===== src/rtl/spi_xfer_queue_if.sv =====
// ----------------------------------------------------------------------------
// spi_xfer_queue_if
// Bundles the spi_xfer_queue bus signals: TX write port, RX read port,
// error clear, the spi_master control/data pair and the status outputs.
//   slave  : seen by spi_xfer_queue (drives Start/TxData/status/RX head)
//   master : seen by the environment (drives writes, pops, Done/RxData)
// ----------------------------------------------------------------------------
interface spi_xfer_queue_if #(
    parameter int unsigned DATA_WIDTH = 8,
    parameter int unsigned DEPTH      = 4
);
    localparam int unsigned LW = $clog2(DEPTH) + 1;

    logic [DATA_WIDTH-1:0] WrData;
    logic                  WrValid;
    logic                  WrReady;
    logic [DATA_WIDTH-1:0] RdData;
    logic                  RdValid;
    logic                  RdReady;
    logic                  ClrErr;
    logic                  Start;
    logic [DATA_WIDTH-1:0] TxData;
    logic                  Done;
    logic [DATA_WIDTH-1:0] RxData;
    logic                  Busy;
    logic                  Timeout;
    logic [LW-1:0]         TxLevel;
    logic [LW-1:0]         RxLevel;

    modport slave (
        input  WrData, WrValid, RdReady, ClrErr, Done, RxData,
        output WrReady, RdData, RdValid, Start, TxData, Busy, Timeout,
               TxLevel, RxLevel
    );

    modport master (
        output WrData, WrValid, RdReady, ClrErr, Done, RxData,
        input  WrReady, RdData, RdValid, Start, TxData, Busy, Timeout,
               TxLevel, RxLevel
    );
endinterface


===== src/rtl/spi_xfer_queue.sv =====
// ----------------------------------------------------------------------------
// spi_xfer_queue
// Feeds spi_master: words written into a TX FIFO are launched one per
// transfer (Start pulse + held TxData), received words are captured on the
// rising edge of Done into an RX FIFO. Transfers are separated by a
// programmable gap and a watchdog abandons a transfer that never completes.
// Ports:
//   Clk      : system clock, rising edge
//   Reset_n  : asynchronous active-low reset
//   bus      : spi_xfer_queue_if.slave (write/read ports, master link, status)
// ----------------------------------------------------------------------------
module spi_xfer_queue #(
    parameter int unsigned DATA_WIDTH = 8,
    parameter int unsigned DEPTH      = 4,
    parameter int unsigned GAP_CYCLES = 2,
    parameter int unsigned TIMEOUT    = 1023
) (
    input  logic              Clk,
    input  logic              Reset_n,
    spi_xfer_queue_if.slave   bus
);
    localparam int unsigned PW      = $clog2(DEPTH);
    localparam int unsigned LW      = PW + 1;
    localparam int unsigned CNT_MAX = (TIMEOUT > GAP_CYCLES) ? TIMEOUT : GAP_CYCLES;
    localparam int unsigned CW      = $clog2(CNT_MAX + 1);

    localparam logic [1:0] S_IDLE  = 2'd0;
    localparam logic [1:0] S_START = 2'd1;
    localparam logic [1:0] S_WAIT  = 2'd2;
    localparam logic [1:0] S_GAP   = 2'd3;

    logic [1:0]            r_state, w_state_nxt;
    logic [CW-1:0]         r_cnt, w_cnt_nxt;
    logic                  r_start, r_busy, r_timeout, r_done_q;
    logic [DATA_WIDTH-1:0] r_tx_data;

    logic [DATA_WIDTH-1:0] r_tx_mem [DEPTH];
    logic [DATA_WIDTH-1:0] r_rx_mem [DEPTH];
    logic [PW-1:0]         r_tx_wr_ptr, r_tx_rd_ptr, r_rx_wr_ptr, r_rx_rd_ptr;
    logic [LW-1:0]         r_tx_level, r_rx_level;

    logic w_tx_push, w_tx_pop, w_rx_push, w_rx_pop;
    logic w_tx_full, w_rx_full, w_rx_empty;
    logic w_done_rise, w_launch_ok, w_to_set;

    assign w_tx_full   = (r_tx_level == LW'(DEPTH));
    assign w_rx_full   = (r_rx_level == LW'(DEPTH));
    assign w_rx_empty  = (r_rx_level == '0);
    assign w_tx_push   = bus.WrValid && !w_tx_full;
    assign w_rx_pop    = bus.RdReady && !w_rx_empty;
    assign w_done_rise = bus.Done && !r_done_q;
    // Launch only when nothing is in flight, so RX not full is enough headroom
    assign w_launch_ok = (r_tx_level != '0) && !w_rx_full;

    assign bus.WrReady = !w_tx_full;
    assign bus.RdValid = !w_rx_empty;
    assign bus.RdData  = w_rx_empty ? '0 : r_rx_mem[r_rx_rd_ptr];
    assign bus.TxLevel = r_tx_level;
    assign bus.RxLevel = r_rx_level;
    assign bus.Start   = r_start;
    assign bus.TxData  = r_tx_data;
    assign bus.Busy    = r_busy;
    assign bus.Timeout = r_timeout;

    // FSM state, shared counter and registered Start/Busy
    always_ff @(posedge Clk or negedge Reset_n) begin
        if (!Reset_n) begin
            r_state <= S_IDLE;
            r_cnt   <= '0;
            r_start <= 1'b0;
            r_busy  <= 1'b0;
        end else begin
            r_state <= w_state_nxt;
            r_cnt   <= w_cnt_nxt;
            r_start <= (w_state_nxt == S_START);
            r_busy  <= (w_state_nxt != S_IDLE);
        end
    end

    // Next state; the GAP exit may launch directly so a zero gap costs one cycle
    always_comb begin
        w_state_nxt = r_state;
        w_cnt_nxt   = r_cnt;
        w_tx_pop    = 1'b0;
        w_rx_push   = 1'b0;
        w_to_set    = 1'b0;
        case (r_state)
            S_IDLE: begin
                if (w_launch_ok) begin
                    w_state_nxt = S_START;
                    w_tx_pop    = 1'b1;
                    w_cnt_nxt   = '0;
                end
            end
            S_START: begin
                w_state_nxt = S_WAIT;
                w_cnt_nxt   = '0;
            end
            S_WAIT: begin
                if (w_done_rise) begin
                    w_rx_push   = 1'b1;
                    w_state_nxt = S_GAP;
                    w_cnt_nxt   = '0;
                end else if (r_cnt == CW'(TIMEOUT - 1)) begin
                    w_to_set    = 1'b1;
                    w_state_nxt = S_GAP;
                    w_cnt_nxt   = '0;
                end else begin
                    w_cnt_nxt   = r_cnt + CW'(1);
                end
            end
            S_GAP: begin
                if (r_cnt == CW'(GAP_CYCLES)) begin
                    w_cnt_nxt = '0;
                    if (w_launch_ok) begin
                        w_state_nxt = S_START;
                        w_tx_pop    = 1'b1;
                    end else begin
                        w_state_nxt = S_IDLE;
                    end
                end else begin
                    w_cnt_nxt = r_cnt + CW'(1);
                end
            end
            default: w_state_nxt = S_IDLE;
        endcase
    end

    // FIFO pointers/levels, launched word, Done history and sticky timeout
    always_ff @(posedge Clk or negedge Reset_n) begin
        if (!Reset_n) begin
            r_tx_wr_ptr <= '0;
            r_tx_rd_ptr <= '0;
            r_rx_wr_ptr <= '0;
            r_rx_rd_ptr <= '0;
            r_tx_level  <= '0;
            r_rx_level  <= '0;
            r_tx_data   <= '0;
            r_done_q    <= 1'b0;
            r_timeout   <= 1'b0;
        end else begin
            r_done_q <= bus.Done;
            if (w_tx_push) r_tx_wr_ptr <= r_tx_wr_ptr + PW'(1);
            if (w_tx_pop) begin
                r_tx_rd_ptr <= r_tx_rd_ptr + PW'(1);
                r_tx_data   <= r_tx_mem[r_tx_rd_ptr];
            end
            if (w_rx_push) r_rx_wr_ptr <= r_rx_wr_ptr + PW'(1);
            if (w_rx_pop)  r_rx_rd_ptr <= r_rx_rd_ptr + PW'(1);
            case ({w_tx_push, w_tx_pop})
                2'b10:   r_tx_level <= r_tx_level + LW'(1);
                2'b01:   r_tx_level <= r_tx_level - LW'(1);
                default: r_tx_level <= r_tx_level;
            endcase
            case ({w_rx_push, w_rx_pop})
                2'b10:   r_rx_level <= r_rx_level + LW'(1);
                2'b01:   r_rx_level <= r_rx_level - LW'(1);
                default: r_rx_level <= r_rx_level;
            endcase
            if (w_to_set)         r_timeout <= 1'b1;
            else if (bus.ClrErr)  r_timeout <= 1'b0;
        end
    end

    // FIFO storage, no reset needed
    always_ff @(posedge Clk) begin
        if (w_tx_push) r_tx_mem[r_tx_wr_ptr] <= bus.WrData;
        if (w_rx_push) r_rx_mem[r_rx_wr_ptr] <= bus.RxData;
    end
endmodule

===== src/flat_wrapper.sv =====
// flat-port wrapper written by rule: the top's interface ports become plain ports
module spi_xfer_queue_flat 
#(
    parameter int unsigned DATA_WIDTH = 8,
    parameter int unsigned DEPTH      = 4,
    parameter int unsigned GAP_CYCLES = 2,
    parameter int unsigned TIMEOUT    = 1023
)
  (Clk, Reset_n, bus_WrData, bus_WrValid, bus_RdReady, bus_ClrErr, bus_Done, bus_RxData, bus_WrReady, bus_RdData, bus_RdValid, bus_Start, bus_TxData, bus_Busy, bus_Timeout, bus_TxLevel, bus_RxLevel);
  spi_xfer_queue_if #(.DATA_WIDTH(DATA_WIDTH), .DEPTH(DEPTH)) bus_i ();
  input  logic Clk;
  input  logic Reset_n;
  input wire logic [$bits(bus_i.WrData)-1:0] bus_WrData;
  input wire logic [$bits(bus_i.WrValid)-1:0] bus_WrValid;
  input wire logic [$bits(bus_i.RdReady)-1:0] bus_RdReady;
  input wire logic [$bits(bus_i.ClrErr)-1:0] bus_ClrErr;
  input wire logic [$bits(bus_i.Done)-1:0] bus_Done;
  input wire logic [$bits(bus_i.RxData)-1:0] bus_RxData;
  output wire logic [$bits(bus_i.WrReady)-1:0] bus_WrReady;
  output wire logic [$bits(bus_i.RdData)-1:0] bus_RdData;
  output wire logic [$bits(bus_i.RdValid)-1:0] bus_RdValid;
  output wire logic [$bits(bus_i.Start)-1:0] bus_Start;
  output wire logic [$bits(bus_i.TxData)-1:0] bus_TxData;
  output wire logic [$bits(bus_i.Busy)-1:0] bus_Busy;
  output wire logic [$bits(bus_i.Timeout)-1:0] bus_Timeout;
  output wire logic [$bits(bus_i.TxLevel)-1:0] bus_TxLevel;
  output wire logic [$bits(bus_i.RxLevel)-1:0] bus_RxLevel;
  assign bus_i.WrData = bus_WrData;
  assign bus_i.WrValid = bus_WrValid;
  assign bus_i.RdReady = bus_RdReady;
  assign bus_i.ClrErr = bus_ClrErr;
  assign bus_i.Done = bus_Done;
  assign bus_i.RxData = bus_RxData;
  assign bus_WrReady = bus_i.WrReady;
  assign bus_RdData = bus_i.RdData;
  assign bus_RdValid = bus_i.RdValid;
  assign bus_Start = bus_i.Start;
  assign bus_TxData = bus_i.TxData;
  assign bus_Busy = bus_i.Busy;
  assign bus_Timeout = bus_i.Timeout;
  assign bus_TxLevel = bus_i.TxLevel;
  assign bus_RxLevel = bus_i.RxLevel;
  spi_xfer_queue #(.DATA_WIDTH(DATA_WIDTH), .DEPTH(DEPTH), .GAP_CYCLES(GAP_CYCLES), .TIMEOUT(TIMEOUT)) u_core (.Clk(Clk), .Reset_n(Reset_n), .bus(bus_i));
endmodule

===== config.mk =====
export PLATFORM = sky130hd
export DESIGN_NAME = spi_xfer_queue_flat
export DESIGN_NICKNAME = d
export VERILOG_FILES = /design/src/rtl/spi_xfer_queue_if.sv /design/src/rtl/spi_xfer_queue.sv /design/src/flat_wrapper.sv
export SDC_FILE = /design/constraint.sdc
export NUM_CORES = 1
export LEC_CHECK = 0
export CAP_MARGIN = 5
export CORE_MARGIN = 10
export CORE_UTILIZATION = 35
export DETAILED_ROUTE_END_ITERATION = 12
export HOLD_SLACK_MARGIN = 0.08
export SLEW_MARGIN = 20
export SYNTH_ARGS = -nofsm -noshare
export SYNTH_HDL_FRONTEND = slang
export SYNTH_SLANG_ARGS = --single-unit

===== constraint.sdc =====
create_clock -name Clk -period 2.6 [get_ports Clk]
set_input_delay 0.26 -clock Clk [delete_from_list [all_inputs] [get_ports Clk]]
set_output_delay 0.26 -clock Clk [all_outputs]
set_load 0.03 [all_outputs]

=== Word-level counts from Yosys, hierarchy flattened ===
Memory sizes are Yosys's and may differ from the RTL's. A register that Yosys moved wholly into a read port is not among the register bits.
Cells that the tools add are included.

* Register bits after elaboration: 30
* RAM bits: 64
* Bits of input ports: 22
* Output and inout bits: 27
* Memories: 2

* Add/subtract/negate cells: 9
* Equal/unequal tests: 13
* Multiplexer cells: 28
* Reductions and logical operators: 16

{| class="wikitable"
|+ Memory list
! name !! depth !! bits a word !! read ports !! clocked after Yosys merged registers in !! wr ports !! line !! source
|-
| u_core.r_rx_mem || 4 || 8 || 1 || 0 || 1 || spi_xfer_queue.sv:38 || <nowiki>logic [DATA_WIDTH-1:0] r_rx_mem [DEPTH];</nowiki>
|-
| u_core.r_tx_mem || 4 || 8 || 1 || 1 || 1 || spi_xfer_queue.sv:37 || <nowiki>logic [DATA_WIDTH-1:0] r_tx_mem [DEPTH];</nowiki>
|}

{| class="wikitable"
|+ Operators by type and width
! operator !! number
|-
| $mux W10 || 4
|-
| $pmux W10 S4 || 1
|-
| $mux W1 || 14
|-
| $pmux W3 S2 || 2
|-
| $add A10 B1 Y10 const B || 1
|-
| $eq A10 B10 Y1 const B || 1
|-
| $eq A10 B2 Y1 const B || 1
|-
| $add A2 B1 Y2 const B || 4
|-
| $eq A2 B1 Y1 const B || 4
|-
| $eq A2 B2 Y1 const B || 4
|-
| $mux W2 || 4
|-
| $mux W8 || 1
|-
| $pmux W2 S4 || 1
|-
| $reduce_bool A2 Y1 || 4
|-
| $add A3 B1 Y3 const B || 2
|-
| $eq A3 B3 Y1 const B || 2
|-
| $sub A3 B1 Y3 const B || 2
|-
| $logic_not A1 Y1 || 5
|-
| $logic_and A1 B1 Y1 || 4
|-
| $logic_not A3 Y1 || 1
|-
| $reduce_bool A3 Y1 || 1
|-
| $logic_not A2 Y1 || 1
|-
| $ne A2 B1 Y1 const B || 1
|-
| $pmux W1 S2 || 1
|}

=== Depth between registers and ports, before layout ===
Gate-level depths: netlist (run 1).

* Depth after elaboration: 8
* Depth in mapped cells: 11
* Depth with buffers taken out: 11

=== Worst setup path after synthesis (run 1) ===
OpenSTA, ideal clock, no wires.

* Path kind: register -> register
* Start: reg u_core.r_cnt[0]
* End: reg u_core.r_tx_level[2], in the netlist u_core.bus.TxLevel[2]
* Library setup time: 0.080 ns
* Arrival time: 2.506 ns
* Data required time: 2.520 ns
* Slack: 0.014 ns
* Cell stages (with the launch flop): 12
* Clock period less this slack: 2.586 ns
* Cells stage by stage: dfrtp_1 -> inv_1 -> ha_1 -> nor3b_1 -> a41oi_2 -> nor3_4 -> ha_1 -> inv_1 -> fa_1 -> xor2_1 -> nor2_1 -> xor2_1

* Cells in the longest elaborated chain, start to end: 5

{| class="wikitable"
|+ Ends and longest elaborated chain
! what !! line !! source
|-
| start, declared || spi_xfer_queue.sv:33 || <nowiki>logic [CW-1:0] r_cnt, w_cnt_nxt;</nowiki>
|-
| start signal, assigned || spi_xfer_queue.sv:74 || <nowiki>r_cnt <= w_cnt_nxt;</nowiki>
|-
| $eq A10 B2 Y1 (*) || spi_xfer_queue.sv:113 || <nowiki>if (r_cnt == CW'(GAP_CYCLES)) begin</nowiki>
|-
| $mux W1 (*) || spi_xfer_queue.sv:113 ||
|-
| $pmux W1 S2 (*) || spi_xfer_queue.sv:87 || <nowiki>case (r_state)</nowiki>
|-
| net u_core.w_tx_pop || spi_xfer_queue.sv:42 || <nowiki>logic w_tx_push, w_tx_pop, w_rx_push, w_rx_pop;</nowiki>
|-
| $eq A2 B1 Y1 or $eq A2 B2 Y1 (tied branches) || spi_xfer_queue.sv:150 || <nowiki>case ({w_tx_push, w_tx_pop})</nowiki>
|-
| $pmux W3 S2 or $reduce_bool A2 Y1 (tied branches) || n/a ||
|-
| end signal, assigned || spi_xfer_queue.sv:151 || <nowiki>2'b10: r_tx_level <= r_tx_level + LW'(1);</nowiki>
|-
| end signal, assigned || spi_xfer_queue.sv:152 || <nowiki>2'b01: r_tx_level <= r_tx_level - LW'(1);</nowiki>
|-
| end signal, assigned || spi_xfer_queue.sv:153 || <nowiki>default: r_tx_level <= r_tx_level;</nowiki>
|-
| end, declared || spi_xfer_queue.sv:40 || <nowiki>logic [LW-1:0] r_tx_level, r_rx_level;</nowiki>
|}

Mark *: on every way through the listed nets, which the timed path passes. The rest lies on a longest branch.
A chain may end at the register's enable or synchronous reset.

=== Worst setup path after layout (run 1) ===
* Start: reg u_core.r_rx_rd_ptr[0]
* End: out bus_RdData[4]

* Cells in the longest elaborated chain, start to end: 2

{| class="wikitable"
|+ Ends and longest elaborated chain
! what !! line !! source
|-
| start, declared || spi_xfer_queue.sv:39 || <nowiki>logic [PW-1:0] r_tx_wr_ptr, r_tx_rd_ptr, r_rx_wr_ptr, r_rx_rd_ptr;</nowiki>
|-
| start signal, assigned || spi_xfer_queue.sv:149 || <nowiki>if (w_rx_pop) r_rx_rd_ptr <= r_rx_rd_ptr + PW'(1);</nowiki>
|-
| $mem_v2 Z4 W8 || n/a ||
|-
| $mux W8 || spi_xfer_queue.sv:57 || <nowiki>assign bus.RdData = w_rx_empty ? '0 : r_rx_mem[r_rx_rd_ptr];</nowiki>
|-
| end, declared || flat_wrapper.sv:20 || <nowiki>output wire logic [$bits(bus_i.RdData)-1:0] bus_RdData;</nowiki>
|}

Every way passes these cells.

==> results of run 1 <==
[registers in the layout, summed over array words and instances, names as in the netlist]
| register | flops |
|---|---|
| u_core.r_tx_mem | 32 |
| u_core.bus.Timeout | 1 |
| u_core.bus.RxLevel | 3 |
| u_core.bus.Busy | 1 |
| u_core.r_tx_rd_ptr | 2 |
| u_core.bus.Start | 1 |
| u_core.r_done_q | 1 |
| u_core.r_rx_mem | 32 |
| u_core.bus.TxData | 8 |
| u_core.r_rx_rd_ptr | 2 |
| u_core.r_tx_wr_ptr | 2 |
| u_core.r_rx_wr_ptr | 2 |
| u_core.bus.TxLevel | 3 |
| u_core.r_state | 2 |
| u_core.r_cnt | 10 |
[logic make-up after synthesis]
family                     count (synthesis)
xor gates and xnor gates                  12
buffers and inverters                     30
adders and majority gates                 18
muxes                                     27
and+or+nand+nor                           69
DFF                                      102
AOI/OAI and AO/OA                         34
[metrics by stage]
stage | util [%] | hold WS, ns | setup WS (ns)
2_1_floorplan | - | -0.0356 | 0.0136
3_3_place_gp | 41.2 | 0.454 | 0.193
3_5_place_dp | 41.2 | 0.469 | 0.0738
4_1_cts | 43.6 | 0.0872 | 0.0713
5_1_grt | 43.6 | 0.126 | 0.0315
6_report | 43.6 | 0.0411 | 0.146
[report_power, final]
group	internal, W	total (W)	switching (W)
sequential	0.00210	0.00240	0.000301
clock	0.000681	0.00133	0.000648
combinational	0.00118	0.00252	0.00134
[cell usage in the layout (no fill, tap or decap), types with 8 or more instances in the layout]
cell type and instances:
dfrtp_1 38, and2_1 10, ha_1 16, mux2_2 10, inv_1 20, mux4_2 16, and3_1 8, edfxtp_1 64
o211ai_1 8, clkdlybuf4s50_1 47, nand2_1 17, clkbuf_16 9
[metal layers]
metal / part of all wire [%] / vias to the layer above / GRT usage, %
met5: 0 / - / 0
met3: 6.0 / 13 / 3.72
met2: 48 / 63 / 16.3
li1: - / 1210 / -
met1: 44 / 1270 / 12.4
met4: 1.9 / 0 / 4.78
[worst min path at each step]
stage / to / cells after the start
final: u_core.bus.RxLevel[1] / 1
after global routing: u_core.r_tx_wr_ptr[1] / 1
after floorplan: u_core.bus.Busy / 0
after CTS: u_core.r_tx_wr_ptr[0] / 1
after global placement: u_core.bus.RxLevel[1] / 1
after detailed placement: u_core.bus.RxLevel[1] / 1
[layout make-up]
cell class	count	share of cell area (%)
flip-flops and latches	102	52.2
multi-input cells	160	27.5
repair buffers	55	9.59
clock buffers	9	4.09
well taps	172	3.91
inverters	20	1.36
clock inverters	7	1.34
==> summary.md, run 1 <==
| Metric | Value |
|---|---|
| Static Leak | 2.02 nW |
| Depth of the worst register-to-register path | 9 |
| Share of Yosys cell area claimed by the top area cell type | a little over two fifths |
| Slowest stage cell on the critical path | clkdlybuf4s50_1 |
| Cells along the critical path | buf_4 > mux4_2 > and2_1 > clkdlybuf4s50_1 |
| Largest family of logic cells by synthesized area | multiplexers |
| Number of gates given a new drive strength after cts | 0 |
| Antenna diodes | 0 |
| Chip Height | ~130 µm |
| Starting DRT DRC Count | 157 |
| Average vias per placed instance | between 4 and 5 |
| Tcrit/Tclk final | ~94% |
| Crit. End Element | primary output |
| Setup crit start kind | register |
| Yosys warnings | 0 |
| Cell taking the most area after synthesis | edfxtp_1 |
| Largest net degree at the start of global routing | 39 |
| Count of cell types in the netlist | 51 |
| Antenna viol nets, final | 0 |
| Die outline area | roughly 18000 µm² |
| Initial antenna violation count | 0 |
| Total placed cells including tap cells | slightly above 500 |
| Port bufs | 48 |
| Simple-gate share of the synthesized area | under 10% |
| Hold buffer count at cts | 0 |
| Worst setup endpoint | bus_RdData[4] |
| Post-CTS setup repair buffer count | 0 |
| Mapped Area | 4500 µm² |
| Fraction of synthesis flops using an asynchronous set or reset pin | roughly 37% |
| Worst-path clk slew | 0.07 ns |
| Wire length reported by the detailed router | approximately 8.6 mm |
| Count of state elements after synthesis | 102 |
| Wire length of the first global-routing pass | between 10 and 15 mm |
| Cell row count | 41 |
| Number of sinks on the clock net | between 100 and 150 |
| Final setup TNS | 0 ns |
| Maximum buffer depth of the clock tree | 2 |
| Congestion Overflow GR | 0 |
| Delay of the slowest critical-path stage | around 0.60 ns |
| Final layout net count | approximately 390 |
| Leading post-synthesis cells by instance count | edfxtp_1 (64), dfrtp_1 (38), inv_1 (20) |
| Endpoint of the lowest-slack register-to-register path | u_core.bus.TxLevel[2] |
| Area inside the core boundary | 12600 µm² |
| Storage element area | roughly 2900 µm² |
| Syn nets | ~330 |
| Via count of the first global-routing pass | roughly 2800 |
| Most frequent cell after synthesis | edfxtp_1 |
| Synth Area per Inst | around 15 µm² |
| Worst skew pair latency | between 0.3 and 0.4 ns |
| Count of TritonRoute iterations in the first routing pass | 4 |
| Fill cell instance count of the final layout | around 1200 |
| Remaining max-slew budget at the tightest pin | roughly 39% |
| Routed vias | 2556 |
| Highest clock rate | 408 MHz |
| Fin crit period | between 2 and 2.5 ns |
| Gate family responsible for the most delay along the worst path | buffers and inverters |
| Area share of fa/ha/maj cells after synthesis | roughly 5.3% |
| Arrival time reported for the critical path endpoint | roughly 2.2 ns |
| Maximum net fanout on the critical path | 10 |
| Total global routing track utilization | roughly a tenth |
| Startpoint of the most critical register-to-register path | u_core.r_cnt[5] |
| Area of the multi-input gates | 1510 µm² |
| GP Congestion | roughly 0.73 |
| Start-to-end type of the worst setup path | register to primary output |
| Prevailing post-synth register cell | edfxtp_1 |
| Wire per inst | between 15 and 20 µm |
| Final standard cell count with taps included and fillers excluded | between 500 and 600 |
| Area after detailed placement | slightly above 5000 µm² |
| Instance count on the critical path | 4 |
| Hold violation total from the final report | 0 |
| Layout area overhead | 22.3% |
| Data required time of the critical path | between 2 and 2.5 ns |
| Start point of the critical path | u_core.r_rx_rd_ptr[0] |
| Ranking of synthesized cells by area | edfxtp_1 (43%), dfrtp_1 (21%), mux4_2 (8.0%) |
| Transition at the pin with the smallest max-transition slack | slightly above 0.9 ns |
| Gate count after technology mapping | slightly below 300 |
| Proportion of synthesized chip area in sequential cells | 63.8% |
| Multiplexer fraction of the synthesized cell area | 10.7% |
| Status | finished clean |
| Horizontal extent of the die | around 130 µm |
| Clock root cell | clkbuf_16 |
| Final clock skew | approximately 0.0097 ns |
| XOR/XNOR share of the synthesized area | under 10% |
| DPL Wire Length | between 6 and 7 mm |
| Hold Crit Class | primary input to async pin |
| TritonCTS clock tree | done |
| Depth of the CTS H-tree | 3 |
| Ports placed on the boundary | a little under 50 |
| Synth Area in Compound Gates | under 10% |
| Detailed-route DRC error count | 0 |
| Share of cells above drive strength 1 | between 10% and 20% |
| Unrepaired setup endpoints after global routing | false |
| Max-cap violations | 0 |
| Worst voltage drop across the vdd grid | between 0.5 and 0.6 mV |
| Power per unit of standard cell area | about 1100 nW/µm² |
| Setup slack of the worst register-to-register path | between 0.2 and 0.25 ns |
| PnR Total Power | 0.00625 W |
| Number of enable flip-flop cells after synthesis | 64 |
| CTS Buf Count | 9 |
| Pins Over Slew Limit | 0 |
| Buffer and inverter count on the worst path | 2 |
| Effective utilization at floorplan | ~36% |
| Setup Viol. Count Final | 0 |
| Post-route cell area | 5500 µm² |
Power figures use the tool's default switching activity.
==> run 2, diff against run 1 <==
DONT_BUFFER_PORTS = 1   (was default)
GPL_TIMING_DRIVEN = 1   (was default)
==> summary.md, run 2 (synthesis results as in run 1) <==
| Metric | Value |
|---|---|
| Final clock skew | 0.00658 ns (-0.00312 ns) |
| Endpoint of the lowest-slack register-to-register path | u_core.bus.TxLevel[2] |
| Power per unit of standard cell area | 1120 nW/µm² (-1.1%) |
| Cells along the critical path | ha_1 > nor3b_2 > a41oi_2 > nor3_4 > ha_1 > inv_1 > fa_1 > xor2_1 > nor2_1 > xor2_1 |
| Delay of the slowest critical-path stage | 0.42 ns (-0.18 ns) |
| Tcrit/Tclk final | 92.4% (-2.0 points) |
| Cell row count | 41 (unchanged) |
| Start point of the worst hold path | bus_WrValid |
| Largest net degree at the start of global routing | 39 (unchanged) |
| Data required time of the critical path | 2.86 ns (+0.52 ns) |
| Clock share of power | 22.6% (+1.3 points) |
| WL met3 | 555 µm (+7.6%) |
| Wire length on met1 | 3.76 mm (-0.37%) |
| Proportion of total power due to net switching | 37.1% (+0.47 points) |
| Antenna viol nets, final | 0 (unchanged) |
| Effective utilization at floorplan | 35.7% (unchanged) |
| Via count of the first global-routing pass | 2618 (-5.1%) |
| Final layout net count | 369 (-4.9%) |
| Unrepaired setup endpoints after global routing | false |
| Worst voltage drop across the vdd grid | 0.642 mV (+20%) |
| TritonCTS clock tree | done |
| Ports placed on the boundary | 49 (unchanged) |
| Buffer and inverter count on the worst path | 1 (-1) |
| DP Worst Slack | 0.0281 ns (-0.0457 ns) |
| Switching power total | 0.00221 W (-3.3%) |
| Wire length of the first global-routing pass | 14.3 mm (-1.0%) |
| Antenna diodes | 0 (unchanged) |
| Instance count on the critical path | 10 (+6) |
| End-of-flow core utilization | 42.1% (-1.5 points) |
| Routed vias | 2515 (-1.6%) |
| Maximum net fanout on the critical path | 6 (-4) |
| Portion of total power attributed to combinational logic | 34.1% (-6.2 points) |
| Post-route cell area | 5310 µm² (-3.5%) |
| Starting DRT DRC Count | 232 (+48%) |
| Number of sinks on the clock net | 102 (unchanged) |
| Maximum buffer depth of the clock tree | 2 (unchanged) |
| Met2 wirelength from detailed routing | 4.18 mm (+1.1%) |
| Area inside the core boundary | 12600 µm² (unchanged) |
| Initial antenna violation count | 0 (unchanged) |
| Worst hold path endpoint | u_core.r_tx_wr_ptr[0] |
| Post-CTS setup repair buffer count | 0 (unchanged) |
| Average vias per placed instance | 4.97 (+2.1%) |
| Chip Height | 133 µm (unchanged) |
| Congestion Overflow GR | 0 (unchanged) |
| Most common library cell in the layout ignoring fill and taps | edfxtp_1 |
| DPL Wire Length | 6.23 mm (+1.2%) |
| Total placed cells including tap cells | 470 (-7.7%) |
| Worst-path clk slew | 0.07 ns (about the same) |
| Startpoint of the most critical register-to-register path | u_core.r_cnt[1] |
| Setup Viol. Count Final | 0 (unchanged) |
| Total global routing track utilization | 10.3% (-0.049 points) |
| Highest clock rate | 416 MHz (+2.2%) |
| Depth of the CTS H-tree | 3 (unchanged) |
| Die outline area | 17800 µm² (unchanged) |
| Setup crit start kind | register |
| Gate family responsible for the most delay along the worst path | adder cells |
| Area after detailed placement | 4790 µm² (-7.8%) |
| Hold violation total from the final report | 0 (unchanged) |
| Remaining max-slew budget at the tightest pin | 60.6% (+22 points) |
| Transition at the pin with the smallest max-transition slack | 0.592 ns (-0.326 ns) |
| CTS Buf Count | 9 (unchanged) |
| Proportion of power drawn by flip-flops and latches | 43.3% (+4.9 points) |
| Internal power | 0.00375 W (-5.3%) |
| Hold Crit Class | primary input to register |
| Largest registers ranked by flip-flop count | u_core.r_rx_mem: 32 flops, u_core.r_tx_mem: 32 flops, u_core.r_cnt: 10 flops |
| Final setup TNS | 0 ns (unchanged) |
| Start-to-end type of the worst setup path | register to register |
| Hold path depth | 2 |
| Slowest stage cell on the critical path | dfrtp_1 |
| Max-cap violations | 0 (unchanged) |
| Final standard cell count with taps included and fillers excluded | 506 (-3.6%) |
| Arrival time reported for the critical path endpoint | 2.67 ns (+0.48 ns) |
| Pins Over Slew Limit | 0 (unchanged) |
| Crit. End Element | register |
| Depth of the worst register-to-register path | 10 (+1) |
| Setup slack of the worst register-to-register path | 0.20 ns (-0.03 ns) |
| Detailed-route DRC error count | 0 (unchanged) |
| Port bufs | 0 (-100%) |
| Status | finished clean |
| Layout area overhead | 18.0% |
| Static Leak | 1.96 nW (-2.6%) |
| Most frequent cells in the layout | edfxtp_1 (64), dfrtp_1 (37), inv_1 (20) |
| Share of cells above drive strength 1 | 20.7% (+3.7 points) |
| Wire length reported by the detailed router | 8.64 mm (+0.65%) |
| Count of TritonRoute iterations in the first routing pass | 4 (unchanged) |
| Fin crit period | 2.40 ns (-0.0522 ns) |
| Top routing layer used | met4 |
| Post-route setup slack | 0.198 ns (+0.0522 ns) |
| Worst skew pair latency | 0.34 ns (about the same) |
| Clock root cell | clkbuf_16 |
| GP Congestion | 0.760 (+3.5%) |
| Horizontal extent of the die | 133 µm (unchanged) |
| Wire per inst | 17.1 µm (+4.4%) |
run 2: cell count changes in the layout (fill, tap and decap cells not counted), sizes merged:
cell	delta
clkinv	+2
dlygate4sd3	+19
bufinv	+1
clkbuf	+1
inv	-3
clkinvlp	-1
clkdlybuf4s50	-47
buf	+9
run 2: worst max path at each step:
stage	end	slack, ns	start
global route	u_core.bus.TxLevel[2]	0.005	u_core.r_cnt[1]
floorplan	u_core.bus.TxLevel[2]	0.01	u_core.r_cnt[0]
detailed placement	u_core.bus.TxLevel[2]	0.03	u_core.r_cnt[1]
CTS	u_core.bus.TxLevel[2]	0.01	u_core.r_cnt[1]
global placement	u_core.bus.TxLevel[2]	0.20	u_core.r_cnt[1]
finish	u_core.bus.TxLevel[2]	0.20	u_core.r_cnt[1]
run 2: cell type report:
class / count / area [µm²]
Multi-Input combinational cell: 160 / 1510
Timing Repair Buffer: 36 / 330
Fill cell: 1171 / 7310
Sequential cell: 102 / 2870
Inverter: 20 / 75.1
Clock inverter: 6 / 72.6
Clock buffer: 10 / 229
Tap cell: 172 / 215
run 2: routing by layer:
layer	global-route usage (%)	vias up
met5	0	-
met4	3.99	0
met3	4.06	13
met2	16.5	50
met1	12.2	1283
li1	-	1169
run 2: power groups by stage:
stage                     clock [W]  combinational, W  sequential [W]
final                       0.00135           0.00204         0.00258
after CTS                   0.00139           0.00207         0.00260
after global placement            0           0.00196         0.00262
after floorplan                   0           0.00156         0.00253
after global routing        0.00145           0.00226         0.00265
after detailed placement          0           0.00201         0.00263
run 2: what timing repair did:
item | in CTS | in global routing
endpoints found under the setup margin | 0 | 1
gates resized for setup | 0 | 2
hold buffers | 20 | 0
hold endpoints to repair | 104 | 0
run 2: through the flow:
| step | hold WS (ns) | power [W] |
|---|---|---|
| final | 0.205 | 0.00596 |
| after global routing | 0.225 | 0.00636 |
| after CTS | 0.205 | 0.00606 |
| after detailed placement | -0.0329 | 0.00464 |
| after global placement | -0.0326 | 0.00457 |
| after floorplan | -0.0356 | 0.00409 |
